==> src/rtl/alsu_pipe.sv <==
// Two-stage pipelined ALSU (S1 input register, S2 compute/output register) with
// valid/ready handshakes, an LED blink indicator and a saturating invalid-request counter.
module alsu_pipe #(
    parameter int WIDTH      = 3,
    parameter int OUT_W      = 2*WIDTH,
    parameter int LED_W      = 16,
    parameter int FULL_ADDER = 1,
    parameter int PRIORITY_A = 1,
    parameter int BLINK_DIV  = 4,
    parameter int CNT_W      = 8
) (
    input  logic                    clk,
    input  logic                    rst,
    input  logic                    in_valid,
    output logic                    in_ready,
    input  logic [2:0]              opcode,
    input  logic signed [WIDTH-1:0] A,
    input  logic signed [WIDTH-1:0] B,
    input  logic                    cin,
    input  logic                    red_op_A,
    input  logic                    red_op_B,
    input  logic                    bypass_A,
    input  logic                    bypass_B,
    input  logic                    direction,
    input  logic                    serial_in,
    output logic                    out_valid,
    input  logic                    out_ready,
    output logic signed [OUT_W-1:0] out,
    output logic [LED_W-1:0]        leds,
    output logic [CNT_W-1:0]        err_cnt
);

    localparam logic [2:0] OP_OR    = 3'd0;
    localparam logic [2:0] OP_XOR   = 3'd1;
    localparam logic [2:0] OP_ADD   = 3'd2;
    localparam logic [2:0] OP_MULT  = 3'd3;
    localparam logic [2:0] OP_SHIFT = 3'd4;
    localparam logic [2:0] OP_ROT   = 3'd5;
    localparam int         BCW      = (BLINK_DIV > 1) ? $clog2(BLINK_DIV) : 1;

    typedef struct packed {
        logic [2:0]       opcode;
        logic [WIDTH-1:0] a;
        logic [WIDTH-1:0] b;
        logic             cin;
        logic             red_a;
        logic             red_b;
        logic             byp_a;
        logic             byp_b;
        logic             dir;
        logic             ser;
    } req_t;

    typedef enum logic {LED_IDLE, LED_BLINK} led_state_e;

    logic                    s1_valid_q, s1_valid_d;
    req_t                    s1_q, s1_d;
    logic                    out_valid_q, out_valid_d;
    logic signed [OUT_W-1:0] out_q, out_d;
    logic [CNT_W-1:0]        err_cnt_q, err_cnt_d;
    led_state_e              led_state_q, led_state_d;
    logic [LED_W-1:0]        leds_q, leds_d;
    logic [BCW-1:0]          blink_cnt_q, blink_cnt_d;

    logic s2_free, accept, advance, s1_invalid;

    logic signed [WIDTH-1:0]   a_s, b_s, bw, byp_op, red_src;
    logic signed [WIDTH:0]     sum;
    logic signed [2*WIDTH-1:0] prod;
    logic                      red_bit, cin_eff;
    logic signed [OUT_W-1:0]   res;

    // S1 may refill in the same cycle it drains into S2.
    assign s2_free  = !out_valid_q || out_ready;
    assign in_ready = !rst && (!s1_valid_q || s2_free);
    assign accept   = in_valid && in_ready;
    assign advance  = s1_valid_q && s2_free;

    always_comb begin
        a_s     = $signed(s1_q.a);
        b_s     = $signed(s1_q.b);
        cin_eff = (FULL_ADDER != 0) ? s1_q.cin : 1'b0;
        sum     = (WIDTH+1)'(a_s) + (WIDTH+1)'(b_s) + (WIDTH+1)'({1'b0, cin_eff});
        prod    = (2*WIDTH)'(a_s) * (2*WIDTH)'(b_s);

        if (s1_q.red_a && s1_q.red_b) red_src = (PRIORITY_A != 0) ? a_s : b_s;
        else if (s1_q.red_a)          red_src = a_s;
        else                          red_src = b_s;
        red_bit = (s1_q.opcode == OP_OR) ? |red_src : ^red_src;
        bw      = (s1_q.opcode == OP_OR) ? (a_s | b_s) : (a_s ^ b_s);

        if (s1_q.byp_a && s1_q.byp_b) byp_op = (PRIORITY_A != 0) ? a_s : b_s;
        else if (s1_q.byp_a)          byp_op = a_s;
        else                          byp_op = b_s;

        // Reduction flags are only meaningful for OR/XOR; anything else is rejected.
        s1_invalid = (s1_q.opcode > OP_ROT) ||
                     ((s1_q.red_a || s1_q.red_b) &&
                      (s1_q.opcode != OP_OR) && (s1_q.opcode != OP_XOR));

        res = '0;
        if (s1_invalid) begin
            res = '0;
        end else if (s1_q.byp_a || s1_q.byp_b) begin
            res = OUT_W'(byp_op);
        end else begin
            case (s1_q.opcode)
                OP_OR, OP_XOR: begin
                    if (s1_q.red_a || s1_q.red_b) res = OUT_W'(red_bit);
                    else                          res = OUT_W'(bw);
                end
                OP_ADD:   res = OUT_W'(sum);
                OP_MULT:  res = OUT_W'(prod);
                OP_SHIFT: res = s1_q.dir ? {out_q[OUT_W-2:0], s1_q.ser}
                                         : {s1_q.ser, out_q[OUT_W-1:1]};
                OP_ROT:   res = s1_q.dir ? {out_q[OUT_W-2:0], out_q[OUT_W-1]}
                                         : {out_q[0], out_q[OUT_W-1:1]};
                default:  res = '0;
            endcase
        end
    end

    always_comb begin
        s1_valid_d  = s1_valid_q;
        s1_d        = s1_q;
        out_valid_d = out_valid_q;
        out_d       = out_q;
        err_cnt_d   = err_cnt_q;

        if (accept) begin
            s1_valid_d = 1'b1;
            s1_d       = '{opcode: opcode, a: A, b: B, cin: cin,
                           red_a: red_op_A, red_b: red_op_B,
                           byp_a: bypass_A, byp_b: bypass_B,
                           dir: direction, ser: serial_in};
        end else if (advance) begin
            s1_valid_d = 1'b0;
        end

        // out keeps its value after consumption so SHIFT/ROTATE can chain on it.
        if (advance) begin
            out_d       = res;
            out_valid_d = 1'b1;
            if (s1_invalid && (err_cnt_q != '1)) err_cnt_d = err_cnt_q + 1'b1;
        end else if (out_valid_q && out_ready) begin
            out_valid_d = 1'b0;
        end
    end

    always_comb begin
        led_state_d = led_state_q;
        leds_d      = leds_q;
        blink_cnt_d = blink_cnt_q;

        if (advance) begin
            blink_cnt_d = '0;
            if (s1_invalid) begin
                led_state_d = LED_BLINK;
                leds_d      = '1;
            end else begin
                led_state_d = LED_IDLE;
                leds_d      = '0;
            end
        end else if (led_state_q == LED_BLINK) begin
            // Free-running while blinking; stalls do not pause it.
            if (blink_cnt_q == BCW'(BLINK_DIV - 1)) begin
                blink_cnt_d = '0;
                leds_d      = ~leds_q;
            end else begin
                blink_cnt_d = blink_cnt_q + 1'b1;
            end
        end
    end

    always_ff @(posedge clk or posedge rst) begin
        if (rst) begin
            s1_valid_q  <= 1'b0;
            s1_q        <= '0;
            out_valid_q <= 1'b0;
            out_q       <= '0;
            err_cnt_q   <= '0;
            led_state_q <= LED_IDLE;
            leds_q      <= '0;
            blink_cnt_q <= '0;
        end else begin
            s1_valid_q  <= s1_valid_d;
            s1_q        <= s1_d;
            out_valid_q <= out_valid_d;
            out_q       <= out_d;
            err_cnt_q   <= err_cnt_d;
            led_state_q <= led_state_d;
            leds_q      <= leds_d;
            blink_cnt_q <= blink_cnt_d;
        end
    end

    assign out_valid = out_valid_q;
    assign out       = out_q;
    assign leds      = leds_q;
    assign err_cnt   = err_cnt_q;

endmodule

==> config.mk <==
export PLATFORM = sky130hd
export DESIGN_NAME = alsu_pipe
export DESIGN_NICKNAME = d
export VERILOG_FILES = /design/src/rtl/alsu_pipe.sv
export SDC_FILE = /design/constraint.sdc
export NUM_CORES = 1
export LEC_CHECK = 0
export CORE_MARGIN = 4
export CORE_UTILIZATION = 44
export CTS_CLUSTER_SIZE = 40
export DETAILED_ROUTE_END_ITERATION = 16
export PLACE_DENSITY = 0.69
export SLEW_MARGIN = 5
export SYNTH_ARGS = -nofsm -noshare
export SYNTH_HDL_FRONTEND = slang
export SYNTH_SLANG_ARGS = --single-unit
==> constraint.sdc <==
create_clock -name clk -period 4.2 [get_ports clk]
set_input_delay 0.84 -clock clk [delete_from_list [all_inputs] [get_ports clk]]
set_output_delay 0.84 -clock clk [all_outputs]
set_load 0.1 [all_outputs]
-- Yosys cells after proc, flatten, opt, wreduce, memory -nomap -nowiden
Index checks and enable logic that the tools add are counted.
- register bits: 51
- bits in latches: 0
- RAM bits: 0
- bits in read-only memories: 0
- input bits: 20
- output and inout port bits: 32
- logic and storage cells: 86
- memories kept: 0
- add/sub/neg operators: 4
- multipliers: 1
- divide/modulo/power cells: 0
- $lt $le $gt $ge: 1
- eq/ne operators: 8
- shift-type cells: 0
- multiplexer cells: 24
- bitwise operators: 3
- reductions and logical operators: 28
- operators with widths (cell ; count):
    two-way mux 16 bit ; 4
    two-way mux 6 bit ; 5
    case mux 6 bit (5 select lines) ; 1
    NOT 16 bit ; 1
    two-way mux 3 bit ; 5
    logical AND 1 bit ; 9
    adder 8 x 1 -> 8 bit, second input constant ; 1
    != test 8 bit, second input constant ; 1
    nonzero test 2 bit ; 4
    == test 3 x 2 -> 1 bit, second input constant ; 2
    == test 3 bit, second input constant ; 2
    multiplier 3 x 3 -> 6 bit ; 1
    two-way mux 1 bit ; 6
    two-way mux 2 bit ; 3
    logical OR 1 bit ; 5
    adder 3 x 3 -> 4 bit ; 1
    adder 4 x 1 -> 4 bit ; 1
    AND reduction 2 bit ; 2
    == test 3 x 1 -> 1 bit, second input constant ; 1
    greater-than comparator 3 bit, second input constant ; 1
    logical NOT 1 bit ; 3
    logical NOT 3 bit ; 1
    != test 3 x 1 -> 1 bit, second input constant ; 1
    OR 3 bit ; 1
    7 further kinds ; 7

-- Depth between registers and ports, before layout
- word-level depth: 8
- gate-level depth with buffers: 12
- depth with buffers taken out: 12

-- Worst setup path after synthesis
OpenSTA, ideal clock, no wires.
- path kind: reg-to-reg
- start point: register out_valid_q, in the netlist out_valid
- end point: register s1_q, in the netlist a_s[2]
- library setup time: 0.125 ns
- arrival time: 3.662 ns
- data required time: 4.075 ns
- setup slack: 0.414 ns
- cell stages (with the launch flop): 6
- path buffers: 1
- clock period less this slack: 3.786 ns
- path through: dfrtp_1 > nor2b_1 > a21oi_1 > nand2_1 > buf_2 > mux2_2
- word-level cells in the longest chain between the ends: 5
- ends and longest elaborated chain (item ; line ; RTL):
    from (decl) ; 58 ; logic out_valid_q, out_valid_d;
    from (signal assigned) ; 188 ; out_valid_q <= out_valid_d;
    logical NOT 1 bit ; 74 ; assign s2_free = !out_valid_q || out_ready;
    logical OR 1 bit ; 74 ;
    logical OR 1 bit ; 75 ; assign in_ready = !rst && (!s1_valid_q || s2_free);
    logical AND 1 bit ; 75 ;
    net in_ready ; 15 ; output logic in_ready,
    logical AND 1 bit ; 76 ; assign accept = in_valid && in_ready;
    to (signal assigned) ; 178 ; s1_q <= '0;
    to (signal assigned) ; 187 ; s1_q <= s1_d;
    to (decl) ; 57 ; req_t s1_q, s1_d;
The timed path passes the listed nets, and every way through them passes these cells.
A chain may end at the register's enable or synchronous reset.

-- Worst setup path in the final report
- start point: register s1_q, in the netlist a_s[2]
- end point: register out_q[5], in the netlist out[5]
- word-level cells in the longest chain between the ends: 6
- elaborated cells on any way between the ends: 12
- classes of those cells: add/sub (2); mul (1); mux (7); bitwise (2)
- ends and longest elaborated chain (item ; line ; RTL):
    parallel branches: the longest is 4 deep, another holds multiplier 3 x 3 -> 6 bit ; - ;
    two-way mux 6 bit * ; 104 ; end else if (s1_q.byp_a || s1_q.byp_b) begin
    two-way mux 6 bit * ; 102 ; if (s1_invalid) begin
    to (signal assigned) ; 189 ; out_q <= out_d;
    to (decl) ; 59 ; logic signed [OUT_W-1:0] out_q, out_d;
Every way passes the cells marked *.

==> reports/qor.yml <==
cp.required_ns: 4.39
finalCriticalPeriod_ns: 2.98
status: "complete, no violations"
regArea_um2: 1280
worstSetupStartpointType: "flop"
post_drt_wl_per_cell_um: 14.9
max-vdd-ir-drop_mv: 0.605
cts_setup_buffers: 0
rsz0062_at_grt: "no"
ys_ff_latch: 51
syn_area_um2: 2920
htree_num_levels: 2
synth_edf_count: 0
multi_input_area_um2: 1520
gp_congestion: 0.926
stdcell_count: 394
worstSetupEndpointType: "flop"
postPlaceCellArea_um2: 3480
drv_cap: 0
cts_tree: "done"
fmax_mhz: 336
start_util_pct: 45.8
die_w_um: 89.5
via_per_inst: 5.31
dieArea_um2: 8010
dr.pass1.iters: 4
syn_nets: 310
clock_latency_ns: 0.30
fin_area_um2: 3570
synth_top_area_share_pct: 43.6
grt_max_degree: 52
ant_nets: 0
crit_fanout: 10
die_y_um: 89.5
root_buffer: "clkbuf_8"
slew_viol_final: 0
synth_cell_types: 40
slew_headroom_pct: 30.2
async_flop_share_pct: 100
power.total_mw: 2.79
dp.cells: 386
grt_pass1_wl_mm: 9.86
nNetsFinal: 357
drive_gt1_share_pct: 12.0
vias: 2093
synth_largest_area_cell: "dfrtp_1"
final_cell_mix: "51 x dfrtp_1, 50 x clkdlybuf4s50_1, 28 x a21oi_1"
totalWireLength_mm: 5.86
numPortBuffers: 51
worstSetupPathType: "reg2reg"
area.growth.synth_to_final_pct: 22.0
clkSlewWorstSetupHoldPaths_ns: 0.09
skew_ns: 0.00744
dominantRegCellSynth: "dfrtp_1"
antenna_cells: 0
ys_seq_area_share_pct: 43.6
fillers: 569
grt_pass1_vias: 2028
period_share_pct: 70.9
hpwlAfterDp_mm: 4.38
grt_antenna_before_repair: 0
setup_viol: 0
p_leak_nw: 1.56
drc: 0
cts_buffers: 5
drt_iter0_drc: 97
arrival_ns: 3.17
grt_overflow: 0
rows: 29
power_density_nw_per_um2: 782
syn-mean-instance-area_um2: 10.9
hp-class: "reg2reg"
hold_buffers: 0
synth_cells: 269
mostFrequentLayoutCell: "dfrtp_1"
ctsLongestPathBuffers: 2
io-pin-count: 52
hold_viol: 0
ctsResizeCount: 0
max_slew.worst_pin.slew_ns: 1.05
fin_setup_tns_ns: 0
synth.area.top_cells: "dfrtp_1 44%, mux2_2 7.7%, ha_1 6.4%"
final_util_pct: 55.9
grtUsageTotal_pct: 15.7
cts.sinks: 51
yosysWarningCount: 0
core_area_um2: 6390
## cell type report
class / count / area share (%)
clock inverters: 3 / 0.526
multi-input cells: 187 / 42.5
clock buffers: 5 / 1.93
inverters: 18 / 1.89
flip-flops and latches: 51 / 35.8
well taps: 77 / 2.70
repair buffers: 53 / 14.7
## kinds of logic after synthesis
logic type               Yosys count  share of synthesized area (%)
AO/OA/AOI/OAI                     58                           13.5
XOR/XNOR                          27                           8.09
adder cells (fa/ha/maj)           21                           10.5
buffers and inverters             31                           4.49
flip-flops                        51                           43.6
multiplexers                      29                           10.8
AND/OR/NAND/NOR                   52                           8.99
## layer usage
metal	GRT usage, %	share of wire (%)	up-vias
li1	-	-	1032
met1	21.7	46	1002
met2	25.1	47	53
met3	3.23	5.4	6
met4	4.06	0.90	0
met5	0	0	-
## synthesized netlist by cell type, drive strengths merged, types with 4 or more instances
cell type / n
a21oi: 28
xor2: 18
mux2i: 9
nor2b: 4
nor2: 10
fa: 6
a22o: 4
o21ai: 5
xnor2: 9
nand2: 17
clkbuf: 5
nand2b: 7
and3: 4
dfrtp: 51
nand4: 4
inv: 18
mux2: 20
ha: 15
buf: 8
## report_power, final
part	internal [mW]	total (mW)	leakage, nW	switching, mW
Combinational	0.493	1.70	0.904	1.20
Sequential	0.647	0.810	0.606	0.163
Clock	0.118	0.282	0.0483	0.164
## through the flow
step	hold WS [ns]	setup slack, ns
4_1_cts	0.511	1.19
2_1_floorplan	0.500	0.414
6_report	0.506	1.22
3_3_place_gp	0.484	1.30
3_5_place_dp	0.497	1.21
5_1_grt	0.551	1.09
## flip-flops by register name (all words and copies together) (netlist names), 2 cells and up
signal,flops
a_s,3
b_s,3
blink_cnt_q,2
err_cnt,8
leds,16
out,6
s1_q,9
## final timing paths
kind | depth (start not counted) | slack [ns] | endpoint | start
setup / recovery | 10 | 1.22 | out[5]$_DFFE_PP0P_ | a_s[2]$_DFFE_PP0P_
hold / removal | 1 | 0.51 | err_cnt[5]$_DFFE_PP0P_ | err_cnt[5]$_DFFE_PP0P_
setup reg to reg | 10 | 1.22 | out[5]$_DFFE_PP0P_ | a_s[2]$_DFFE_PP0P_
hold reg to reg | 1 | 0.51 | err_cnt[5]$_DFFE_PP0P_ | err_cnt[5]$_DFFE_PP0P_
max in group asynchronous | 2 | 2.43 | cin_eff$_DFFE_PP0P_ | rst
min in group asynchronous | 2 | 1.14 | out_valid$_DFFE_PP0P_ | rst
## worst max-delay path, stage by stage, from the launching register on
cell	delay, ns
dfrtp_1	0.51
nand2_1	0.20
fa_1	0.56
inv_1	0.04
ha_1	0.28
ha_1	0.21
fa_1	0.38
xnor2_1	0.20
xnor2_1	0.08
and3_1	0.17
a221o_1	0.25
(Power assumes the default switching activity.)
